$ cat src/rtl/spi_pkg.sv
// rtl/spi_pkg.sv - shared SPI state encoding and frame-length helpers
package spi_pkg;

    typedef enum logic [1:0] {
        ST_IDLE  = 2'b00,
        ST_SHIFT = 2'b01,
        ST_DONE  = 2'b10
    } spi_state_e;

    function automatic logic [6:0] frame_bits(input logic [2:0] bc);
        return {({1'b0, bc} + 4'd1), 3'b000};
    endfunction

    // Left-align the N response bits so the first bit out is always bit 63.
    function automatic logic [63:0] tx_align(input logic [63:0] data, input logic [2:0] bc);
        return data << (7'd64 - frame_bits(bc));
    endfunction

endpackage

$ cat src/rtl/spi_sync_edge.sv
// rtl/spi_sync_edge.sv - multi-flop synchronizer with level, rise and fall outputs
module spi_sync_edge #(
    parameter int   SYNC_STAGES = 2,
    parameter logic RESET_VAL   = 1'b0
) (
    input  logic sys_clk,
    input  logic rst_b,
    input  logic i_pin,
    output logic o_level,
    output logic o_rise,
    output logic o_fall
);

    logic [SYNC_STAGES-1:0] r_sync;
    logic                   r_hist;

    always_ff @(posedge sys_clk or negedge rst_b) begin
        if (!rst_b) begin
            r_sync <= {SYNC_STAGES{RESET_VAL}};
            r_hist <= RESET_VAL;
        end else begin
            r_sync <= SYNC_STAGES'({r_sync, i_pin});
            r_hist <= r_sync[SYNC_STAGES-1];
        end
    end

    assign o_level = r_sync[SYNC_STAGES-1];
    assign o_rise  = o_level & ~r_hist;
    assign o_fall  = ~o_level & r_hist;

endmodule

$ cat src/rtl/spi_slave_ctrl.sv
// rtl/spi_slave_ctrl.sv - SPI mode-0 slave with register-side frame interface
module spi_slave_ctrl
    import spi_pkg::*;
#(
    parameter int SYNC_STAGES = 2
) (
    input  logic        sys_clk,
    input  logic        rst_b,
    input  logic        spi_sclk,
    input  logic        spi_cs_n,
    input  logic        spi_mosi,
    output logic        spi_miso,
    output logic        spi_miso_oe,
    input  logic        reg_ctrl_en,
    input  logic [2:0]  reg_ctrl_bc,
    input  logic [63:0] reg_ctrl_tx_data,
    output logic [63:0] ctrl_reg_rx_data,
    output logic        ctrl_reg_rd_en,
    output logic        ctrl_reg_busy,
    output logic        ctrl_reg_abort
);

    logic w_sclk_lvl, w_sclk_rise, w_sclk_fall;
    logic w_cs_lvl, w_cs_rise, w_cs_fall;
    logic w_mosi_lvl, w_mosi_rise, w_mosi_fall;

    spi_sync_edge #(.SYNC_STAGES(SYNC_STAGES), .RESET_VAL(1'b0)) u_sync_sclk (
        .sys_clk(sys_clk), .rst_b(rst_b), .i_pin(spi_sclk),
        .o_level(w_sclk_lvl), .o_rise(w_sclk_rise), .o_fall(w_sclk_fall));
    spi_sync_edge #(.SYNC_STAGES(SYNC_STAGES), .RESET_VAL(1'b1)) u_sync_cs (
        .sys_clk(sys_clk), .rst_b(rst_b), .i_pin(spi_cs_n),
        .o_level(w_cs_lvl), .o_rise(w_cs_rise), .o_fall(w_cs_fall));
    spi_sync_edge #(.SYNC_STAGES(SYNC_STAGES), .RESET_VAL(1'b0)) u_sync_mosi (
        .sys_clk(sys_clk), .rst_b(rst_b), .i_pin(spi_mosi),
        .o_level(w_mosi_lvl), .o_rise(w_mosi_rise), .o_fall(w_mosi_fall));

    spi_state_e  r_state, w_next;
    logic [2:0]  r_frame_len;
    logic [63:0] r_tx_sh, r_rx_sh, r_rx_data;
    logic [6:0]  r_bit_cnt;
    logic        r_rd_en, r_abort;
    logic        w_load, w_sample, w_shift, w_finish, w_abort;
    logic [63:0] w_rx_next;

    assign w_rx_next = {r_rx_sh[62:0], w_mosi_lvl};

    always_comb begin
        w_next   = r_state;
        w_load   = 1'b0;
        w_sample = 1'b0;
        w_shift  = 1'b0;
        w_finish = 1'b0;
        w_abort  = 1'b0;
        if (!reg_ctrl_en) begin
            w_next = ST_IDLE;
        end else begin
            case (r_state)
                ST_IDLE: begin
                    if (w_cs_fall) begin
                        w_next = ST_SHIFT;
                        w_load = 1'b1;
                    end
                end
                ST_SHIFT: begin
                    if (w_cs_rise) begin
                        w_next  = ST_IDLE;
                        w_abort = (r_bit_cnt != 7'd0);
                    end else begin
                        if (w_sclk_rise) begin
                            w_sample = 1'b1;
                            if (r_bit_cnt + 7'd1 == frame_bits(r_frame_len)) begin
                                w_next   = ST_DONE;
                                w_finish = 1'b1;
                            end
                        end
                        // The trailing fall of the previous frame must not eat the freshly loaded MSB.
                        if (w_sclk_fall && r_bit_cnt != 7'd0) begin
                            w_shift = 1'b1;
                        end
                    end
                end
                ST_DONE: begin
                    w_load = 1'b1;
                    w_next = w_cs_lvl ? ST_IDLE : ST_SHIFT;
                end
                default: w_next = ST_IDLE;
            endcase
        end
    end

    always_ff @(posedge sys_clk or negedge rst_b) begin
        if (!rst_b) begin
            r_state     <= ST_IDLE;
            r_frame_len <= 3'd0;
            r_tx_sh     <= 64'd0;
            r_rx_sh     <= 64'd0;
            r_rx_data   <= 64'd0;
            r_bit_cnt   <= 7'd0;
            r_rd_en     <= 1'b0;
            r_abort     <= 1'b0;
        end else begin
            r_state <= w_next;
            r_rd_en <= w_finish;
            r_abort <= w_abort;
            if (w_load) begin
                r_frame_len <= reg_ctrl_bc;
                r_tx_sh     <= tx_align(reg_ctrl_tx_data, reg_ctrl_bc);
                r_rx_sh     <= 64'd0;
                r_bit_cnt   <= 7'd0;
            end
            if (w_sample) begin
                r_rx_sh   <= w_rx_next;
                r_bit_cnt <= r_bit_cnt + 7'd1;
            end
            if (w_shift) begin
                r_tx_sh <= {r_tx_sh[62:0], 1'b0};
            end
            if (w_finish) begin
                r_rx_data <= w_rx_next;
            end
        end
    end

    assign spi_miso_oe      = (r_state != ST_IDLE) && !w_cs_lvl;
    assign spi_miso         = spi_miso_oe & r_tx_sh[63];
    assign ctrl_reg_rx_data = r_rx_data;
    assign ctrl_reg_rd_en   = r_rd_en;
    assign ctrl_reg_abort   = r_abort;
    assign ctrl_reg_busy    = (r_state != ST_IDLE);

endmodule

$ cat config.mk
export PLATFORM = sky130hd
export DESIGN_NAME = spi_slave_ctrl
export DESIGN_NICKNAME = d
export VERILOG_FILES = /design/src/rtl/spi_pkg.sv /design/src/rtl/spi_sync_edge.sv /design/src/rtl/spi_slave_ctrl.sv
export SDC_FILE = /design/constraint.sdc
export NUM_CORES = 1
export LEC_CHECK = 0
export CORE_ASPECT_RATIO = 0.8
export CORE_MARGIN = 4
export CORE_UTILIZATION = 25
export DETAILED_ROUTE_END_ITERATION = 8
export PLACE_DENSITY = 0.4
export SYNTH_ARGS = -nofsm -noshare
export SYNTH_HDL_FRONTEND = slang
export SYNTH_SLANG_ARGS = --single-unit
$ cat constraint.sdc
create_clock -name sys_clk -period 3.1 [get_ports sys_clk]
set_input_delay 0.62 -clock sys_clk [delete_from_list [all_inputs] [get_ports sys_clk]]
set_output_delay 0.62 -clock sys_clk [all_outputs]
set_load 0.005 [all_outputs]
After elaboration in Yosys (flattened, before gate mapping)
Index checks and enable logic that the tools add are counted.
- add/sub/neg operators: 4
- multiply operators: 0
- div/mod/pow operators: 0
- magnitude comparators: 0
- equality and inequality tests: 6
- shift-type cells: 1
- mux-type cells: 32
- bitwise logic cells: 9
- reductions and logical operators: 9
- operators with widths (cell ; count):
    $mux 64 ; 2
    $mux 63 ; 2
    $shl 64x7->64 ; 1
    $mux 1 ; 19
    $mux 7 ; 2
    $mux 2 ; 5
    $add 3x1->4 const B ; 2
    $add 7x1->7 const B ; 1
    $eq 7x7->1 ; 1
    $reduce_bool 7->1 ; 1
    $sub 7x7->7 const A ; 1
    $pmux 2 s3 ; 1
    $reduce_bool 2->1 ; 3
    $and 1x1->1 ; 5
    $ne 4x2->1 const B ; 1
    $ne 4x3->1 const B ; 1
    $not 1->1 ; 4
    $ne 3x2->1 const B ; 1
    $reduce_and 3->1 ; 1
    $eq 2x1->1 const B ; 1
    $eq 2x2->1 const B ; 1
    $logic_and 1x1->1 ; 2
    $logic_not 2->1 ; 1
    $pmux 1 s2 ; 1
    $logic_not 1->1 ; 1
- register bits: 213
- latch bits: 0
- RAM bits: 0
- ROM bits: 0
- bits of input ports: 73
- output and inout bits: 69
- logic and storage cells: 74
- memories kept: 0

Longest topological paths before layout
- depth in word-level cells: 8
- gate-level depth with buffers: 10

Cells and area by module
Synthesis repeated with hierarchy kept, for this count alone.
- cell total of the unflattened synthesis: 968
- area, all modules: 10581.4 sq um
- modules (own cells, without submodules) (module ; instances ; cells each ; area each (sq um) ; seq. area each (sq um)):
    spi_slave_ctrl ; 1 ; 953 ; 10307.4 ; 5129.9
    spi_sync_edge at u_sync_mosi ... ; 2 ; 5 ; 90.1 ; 75.1
    spi_sync_edge at u_sync_cs ; 1 ; 5 ; 93.8 ; 78.8

Worst setup path before layout
Ideal clock, no wire load.
- path kind: input port to flip-flop
- from: input reg_ctrl_bc[0]
- to: register r_tx_sh[50]
- arrival: 2.299 ns
- slack: 0.724 ns
- cell stages on the path: 10
- buffers on the path: 3
- cells stage by stage: ha_1 > buf_4 > buf_6 > buf_4 > nand2_1 > mux2_2 > nor2_1 > a21oi_1 > or3_1 > a21oi_1
- cells in the longest elaborated chain, start to end: 5
- ends and longest elaborated chain (what ; line ; source):
    start: declaration ; spi_slave_ctrl.sv:15 ; input logic [2:0] reg_ctrl_bc,
    $add 3x1->4 ; spi_pkg.sv:11 ; return {({1'b0, bc} + 4'd1), 3'b000};
    $sub 7x7->7 ; spi_pkg.sv:16 ; return data << (7'd64 - frame_bits(bc));
    $shl 64x7->64 ; spi_pkg.sv:16 ;
    $mux 64 ; spi_slave_ctrl.sv:105 ; if (w_load) begin
    $mux 64 ; spi_slave_ctrl.sv:115 ; if (w_shift) begin
    end signal: assignment ; spi_slave_ctrl.sv:107 ; r_tx_sh <= tx_align(reg_ctrl_tx_data, reg_ctrl_bc);
    end signal: assignment ; spi_slave_ctrl.sv:116 ; r_tx_sh <= {r_tx_sh[62:0], 1'b0};
    end: declaration ; spi_slave_ctrl.sv:39 ; logic [63:0] r_tx_sh, r_rx_sh, r_rx_data;
No other way between the ends. The select of a mux whose other input is x is not followed.
A chain may end at the register's enable or synchronous reset.

Worst setup path after layout
- from: register r_bit_cnt[0]
- to: register r_rx_data[1] (netlist: ctrl_reg_rx_data[1])
- cells in the longest elaborated chain, start to end: 7
- ends and longest elaborated chain (what ; line ; source):
    start: declaration ; spi_slave_ctrl.sv:40 ; logic [6:0] r_bit_cnt;
    start signal: assignment ; spi_slave_ctrl.sv:113 ; r_bit_cnt <= r_bit_cnt + 7'd1;
    $add 7x1->7 ; spi_slave_ctrl.sv:71 ; if (r_bit_cnt + 7'd1 == frame_bits(r_frame_len)) begin
    $eq 7x7->1 ; spi_slave_ctrl.sv:71 ;
    $mux 1 ; spi_slave_ctrl.sv:71 ;
    $mux 1 ; spi_slave_ctrl.sv:69 ; if (w_sclk_rise) begin
    $mux 1 ; spi_slave_ctrl.sv:65 ; if (w_cs_rise) begin
    $mux 1 ; spi_slave_ctrl.sv:57 ; case (r_state)
    $mux 1 ; spi_slave_ctrl.sv:54 ; if (!reg_ctrl_en) begin
    end signal: assignment ; spi_slave_ctrl.sv:119 ; r_rx_data <= w_rx_next;
    end: declaration ; spi_slave_ctrl.sv:39 ;
No other way between the ends.

==> out/metrics.cfg <==
[outcome]
outcome = finished, final reports clean

[yosys]
ys_ff_latch = 213
ys_async_sr_fraction_pct = 100
synthCells = 997
synth_cell_types = 56
ys.flop_type = dfrtp_1
synth-edff-count = 0
syn-num-nets = 1074
syn_avg_cell_area_um2 = 10.9
ys_seq_area_share_pct = 49.1
synth_area_leaders = dfrtp_1 (48%), mux2_4 (8.3%), mux4_2 (8.3%)
netlist_area_mm2 = 0.0109
synth_top_area_share_pct = 48.3
yosys_warnings = 0
yosysTopAreaCell = dfrtp_1
yosysMostFrequentCell = dfrtp_1
synth_commonest_cells = dfrtp_1 (210), nand2_1 (183), a21oi_1 (73), nand3_1 (73), nor2_1 (69)

[routing]
drt-total-wl_um = 31500
viasPerCell = 4.81
vias = 8140
drc_errors = 0
wl_per_cell_um = 18.6
drt_iter0_drc = 569
drtAntennaViolNets = 0
firstDrtPassIters = 5

[cts]
cts_hold_buf = 1
cts_setup_buffers = 0
htreeDepth = 1
clockBufferDepth = 3
cts_resized = 0
cts_tree = built
clkSinkCount = 213
cts_root_buf = clkbuf_16
clk_pin_slew_ns = 0.06
clk_latency_ns = 0.53
cts_made_buffers = 25

[die]
die_w_um = 241
fp.dieH_um = 195
rows = 68
coreArea_mm2 = 0.0431
dieArea_mm2 = 0.0469
io_pins = 142
initial_core_util_pct = 25.3

[grt]
grt_pass1_vias = 8256
track_usage_pct = 13.4
grt_pass1_wl_um = 50400
grt_start_max_net_pins = 85
grt-ovfl-total = 0
antenna_found_initial = 0

[setup_path]
crit_arrival_ns = 2.97
cp-start-kind = register
cpMaxStageDelayCell = dfrtp_1
path_buf_inv = 1
crit_path_cell_trace = ha_1, nand3_2, or3_1, o2111ai_1, a21bo_4, nand3_4, buf_12, mux2_2
critical_path.max_stage_delay_ns = 0.42
critical_path_required_ns = 3.51
cp-end-kind = register
path_class = reg2reg
critPathTopFamily = simple AND/OR/NAND/NOR gates
path_max_fanout = 22

[sta]
drv_slew = 0
fin_skew_ns = 0.0143
timing.slew.headroom_pct = 65.5
fin_crit_sh_pct = 82.6
period_minus_slack_ns = 2.56
tightest_slew_ns = 0.518
max_freq_ghz = 0.391
rsz0062_at_grt = no
hold_viol = 0
hold_slack_ns = 0.345
tns_ns = 0
final-setup-viol-count = 0

[power]
ir_drop_mv = 0.303
power_mw = 7.16
power-per-cell-area_mw_per_mm2 = 516
power.leakage_nw = 6.43

[run]
maxCapViolations = 0

[layout]
nFillCells = 4374
area_delta_synth_final_pct = 27.5
nNetsFinal = 1194
diodes = 0
drive_gt1_share_pct = 18.4

[placed_design]
gp_congestion = 0.768
portBuffers = 141
dp_hpwl_um = 20600

[worst_hold_path]
hp-class = reg2reg

-- where the power goes --
group | switching, mW | total, mW | internal (mW)
logic | 0.436 | 0.876 | 0.440
registers | 0.114 | 3.05 | 2.94
clock network | 1.22 | 3.23 | 2.01
total | 1.77 | 7.16 | 5.39
-- placed cells by master, fill, tap and decap left out, types with 5 or more instances in the layout --
master,n
a21oi_1,73
a221o_1,23
a221oi_1,8
and2_1,6
and3_1,32
buf_12,12
buf_4,25
bufinv_16,5
clkbuf_1,5
clkbuf_16,25
clkbuf_8,5
clkdlybuf4s50_1,139
dfrtp_1,210
inv_1,5
mux2_2,14
mux2_4,60
mux2i_1,8
mux4_2,40
nand2_1,183
nand3_1,73
nor2_1,69
o21ai_0,19
o22ai_1,8
o41ai_1,8
or3_1,9
or4_1,16
xnor2_1,5
-- kinds of logic after synthesis --
| family | synth area share, % |
|---|---|
| and+or+nand+nor | 17.5 |
| DFF | 49.1 |
| AOI/OAI and AO/OA | 9.04 |
| muxes | 18.8 |
| buffers and inverters | 4.48 |
| xor gates and xnor gates | 0.702 |
| adders and majority gates | 0.460 |
-- path summary, 6_finish.rpt --
kind                                        from                     to  slack (ns)  cells after the start
min in group asynchronous                  rst_b   ctrl_reg_rx_data[44]        0.58                      2
max                                 r_bit_cnt[0]    ctrl_reg_rx_data[1]        0.54                      8
min reg2reg                u_sync_sclk.r_sync[0]  u_sync_sclk.r_sync[1]        0.34                      0
max reg2reg                         r_bit_cnt[0]    ctrl_reg_rx_data[1]        0.54                      8
min                        u_sync_sclk.r_sync[0]  u_sync_sclk.r_sync[1]        0.34                      0
max in group asynchronous                  rst_b       u_sync_cs.r_hist        1.68                      3
-- sequential cells by signal, summed over array words and instances (netlist names) --
register            count
ctrl_reg_abort          1
ctrl_reg_rd_en          1
ctrl_reg_rx_data       64
r_bit_cnt               7
r_frame_len             3
r_rx_sh                63
r_state                 2
r_tx_sh                64
u_sync_cs.r_hist        1
u_sync_cs.r_sync        2
u_sync_mosi.r_sync      2
u_sync_sclk.r_hist      1
u_sync_sclk.r_sync      2
-- layer usage --
| layer | up-vias | routed length, um | GRT usage [%] |
|---|---|---|---|
| met5 | - | 0 | 0 |
| met4 | 0 | 799 | 3.31 |
| met3 | 51 | 1410 | 2.65 |
| met2 | 142 | 13700 | 19.2 |
| met1 | 4121 | 15600 | 20.5 |
| li1 | 3826 | - | - |
-- layout make-up --
cell class / count / area [um2] / share of cell area (%)
sequential: 213 / 5330 / 38.5
multi-input combinational: 693 / 5080 / 36.6
timing repair buffer: 178 / 1840 / 13.3
clock buffer: 35 / 713 / 5.14
tap: 560 / 701 / 5.05
clock inverter: 9 / 175 / 1.26
inverter: 6 / 22.5 / 0.162
-- stage by stage --
step	std cells	area (um2)	worst slack (ns)	utilization, %
CTS	1694	13900	0.523	32.2
floorplan	997	10900	0.724	-
global route	1694	13900	0.408	32.2
detailed placement	1649	13000	0.145	30.1
finish	1694	13900	0.541	32.2
global placement	1649	13000	0.183	30.1
(Power assumes the default switching activity.)
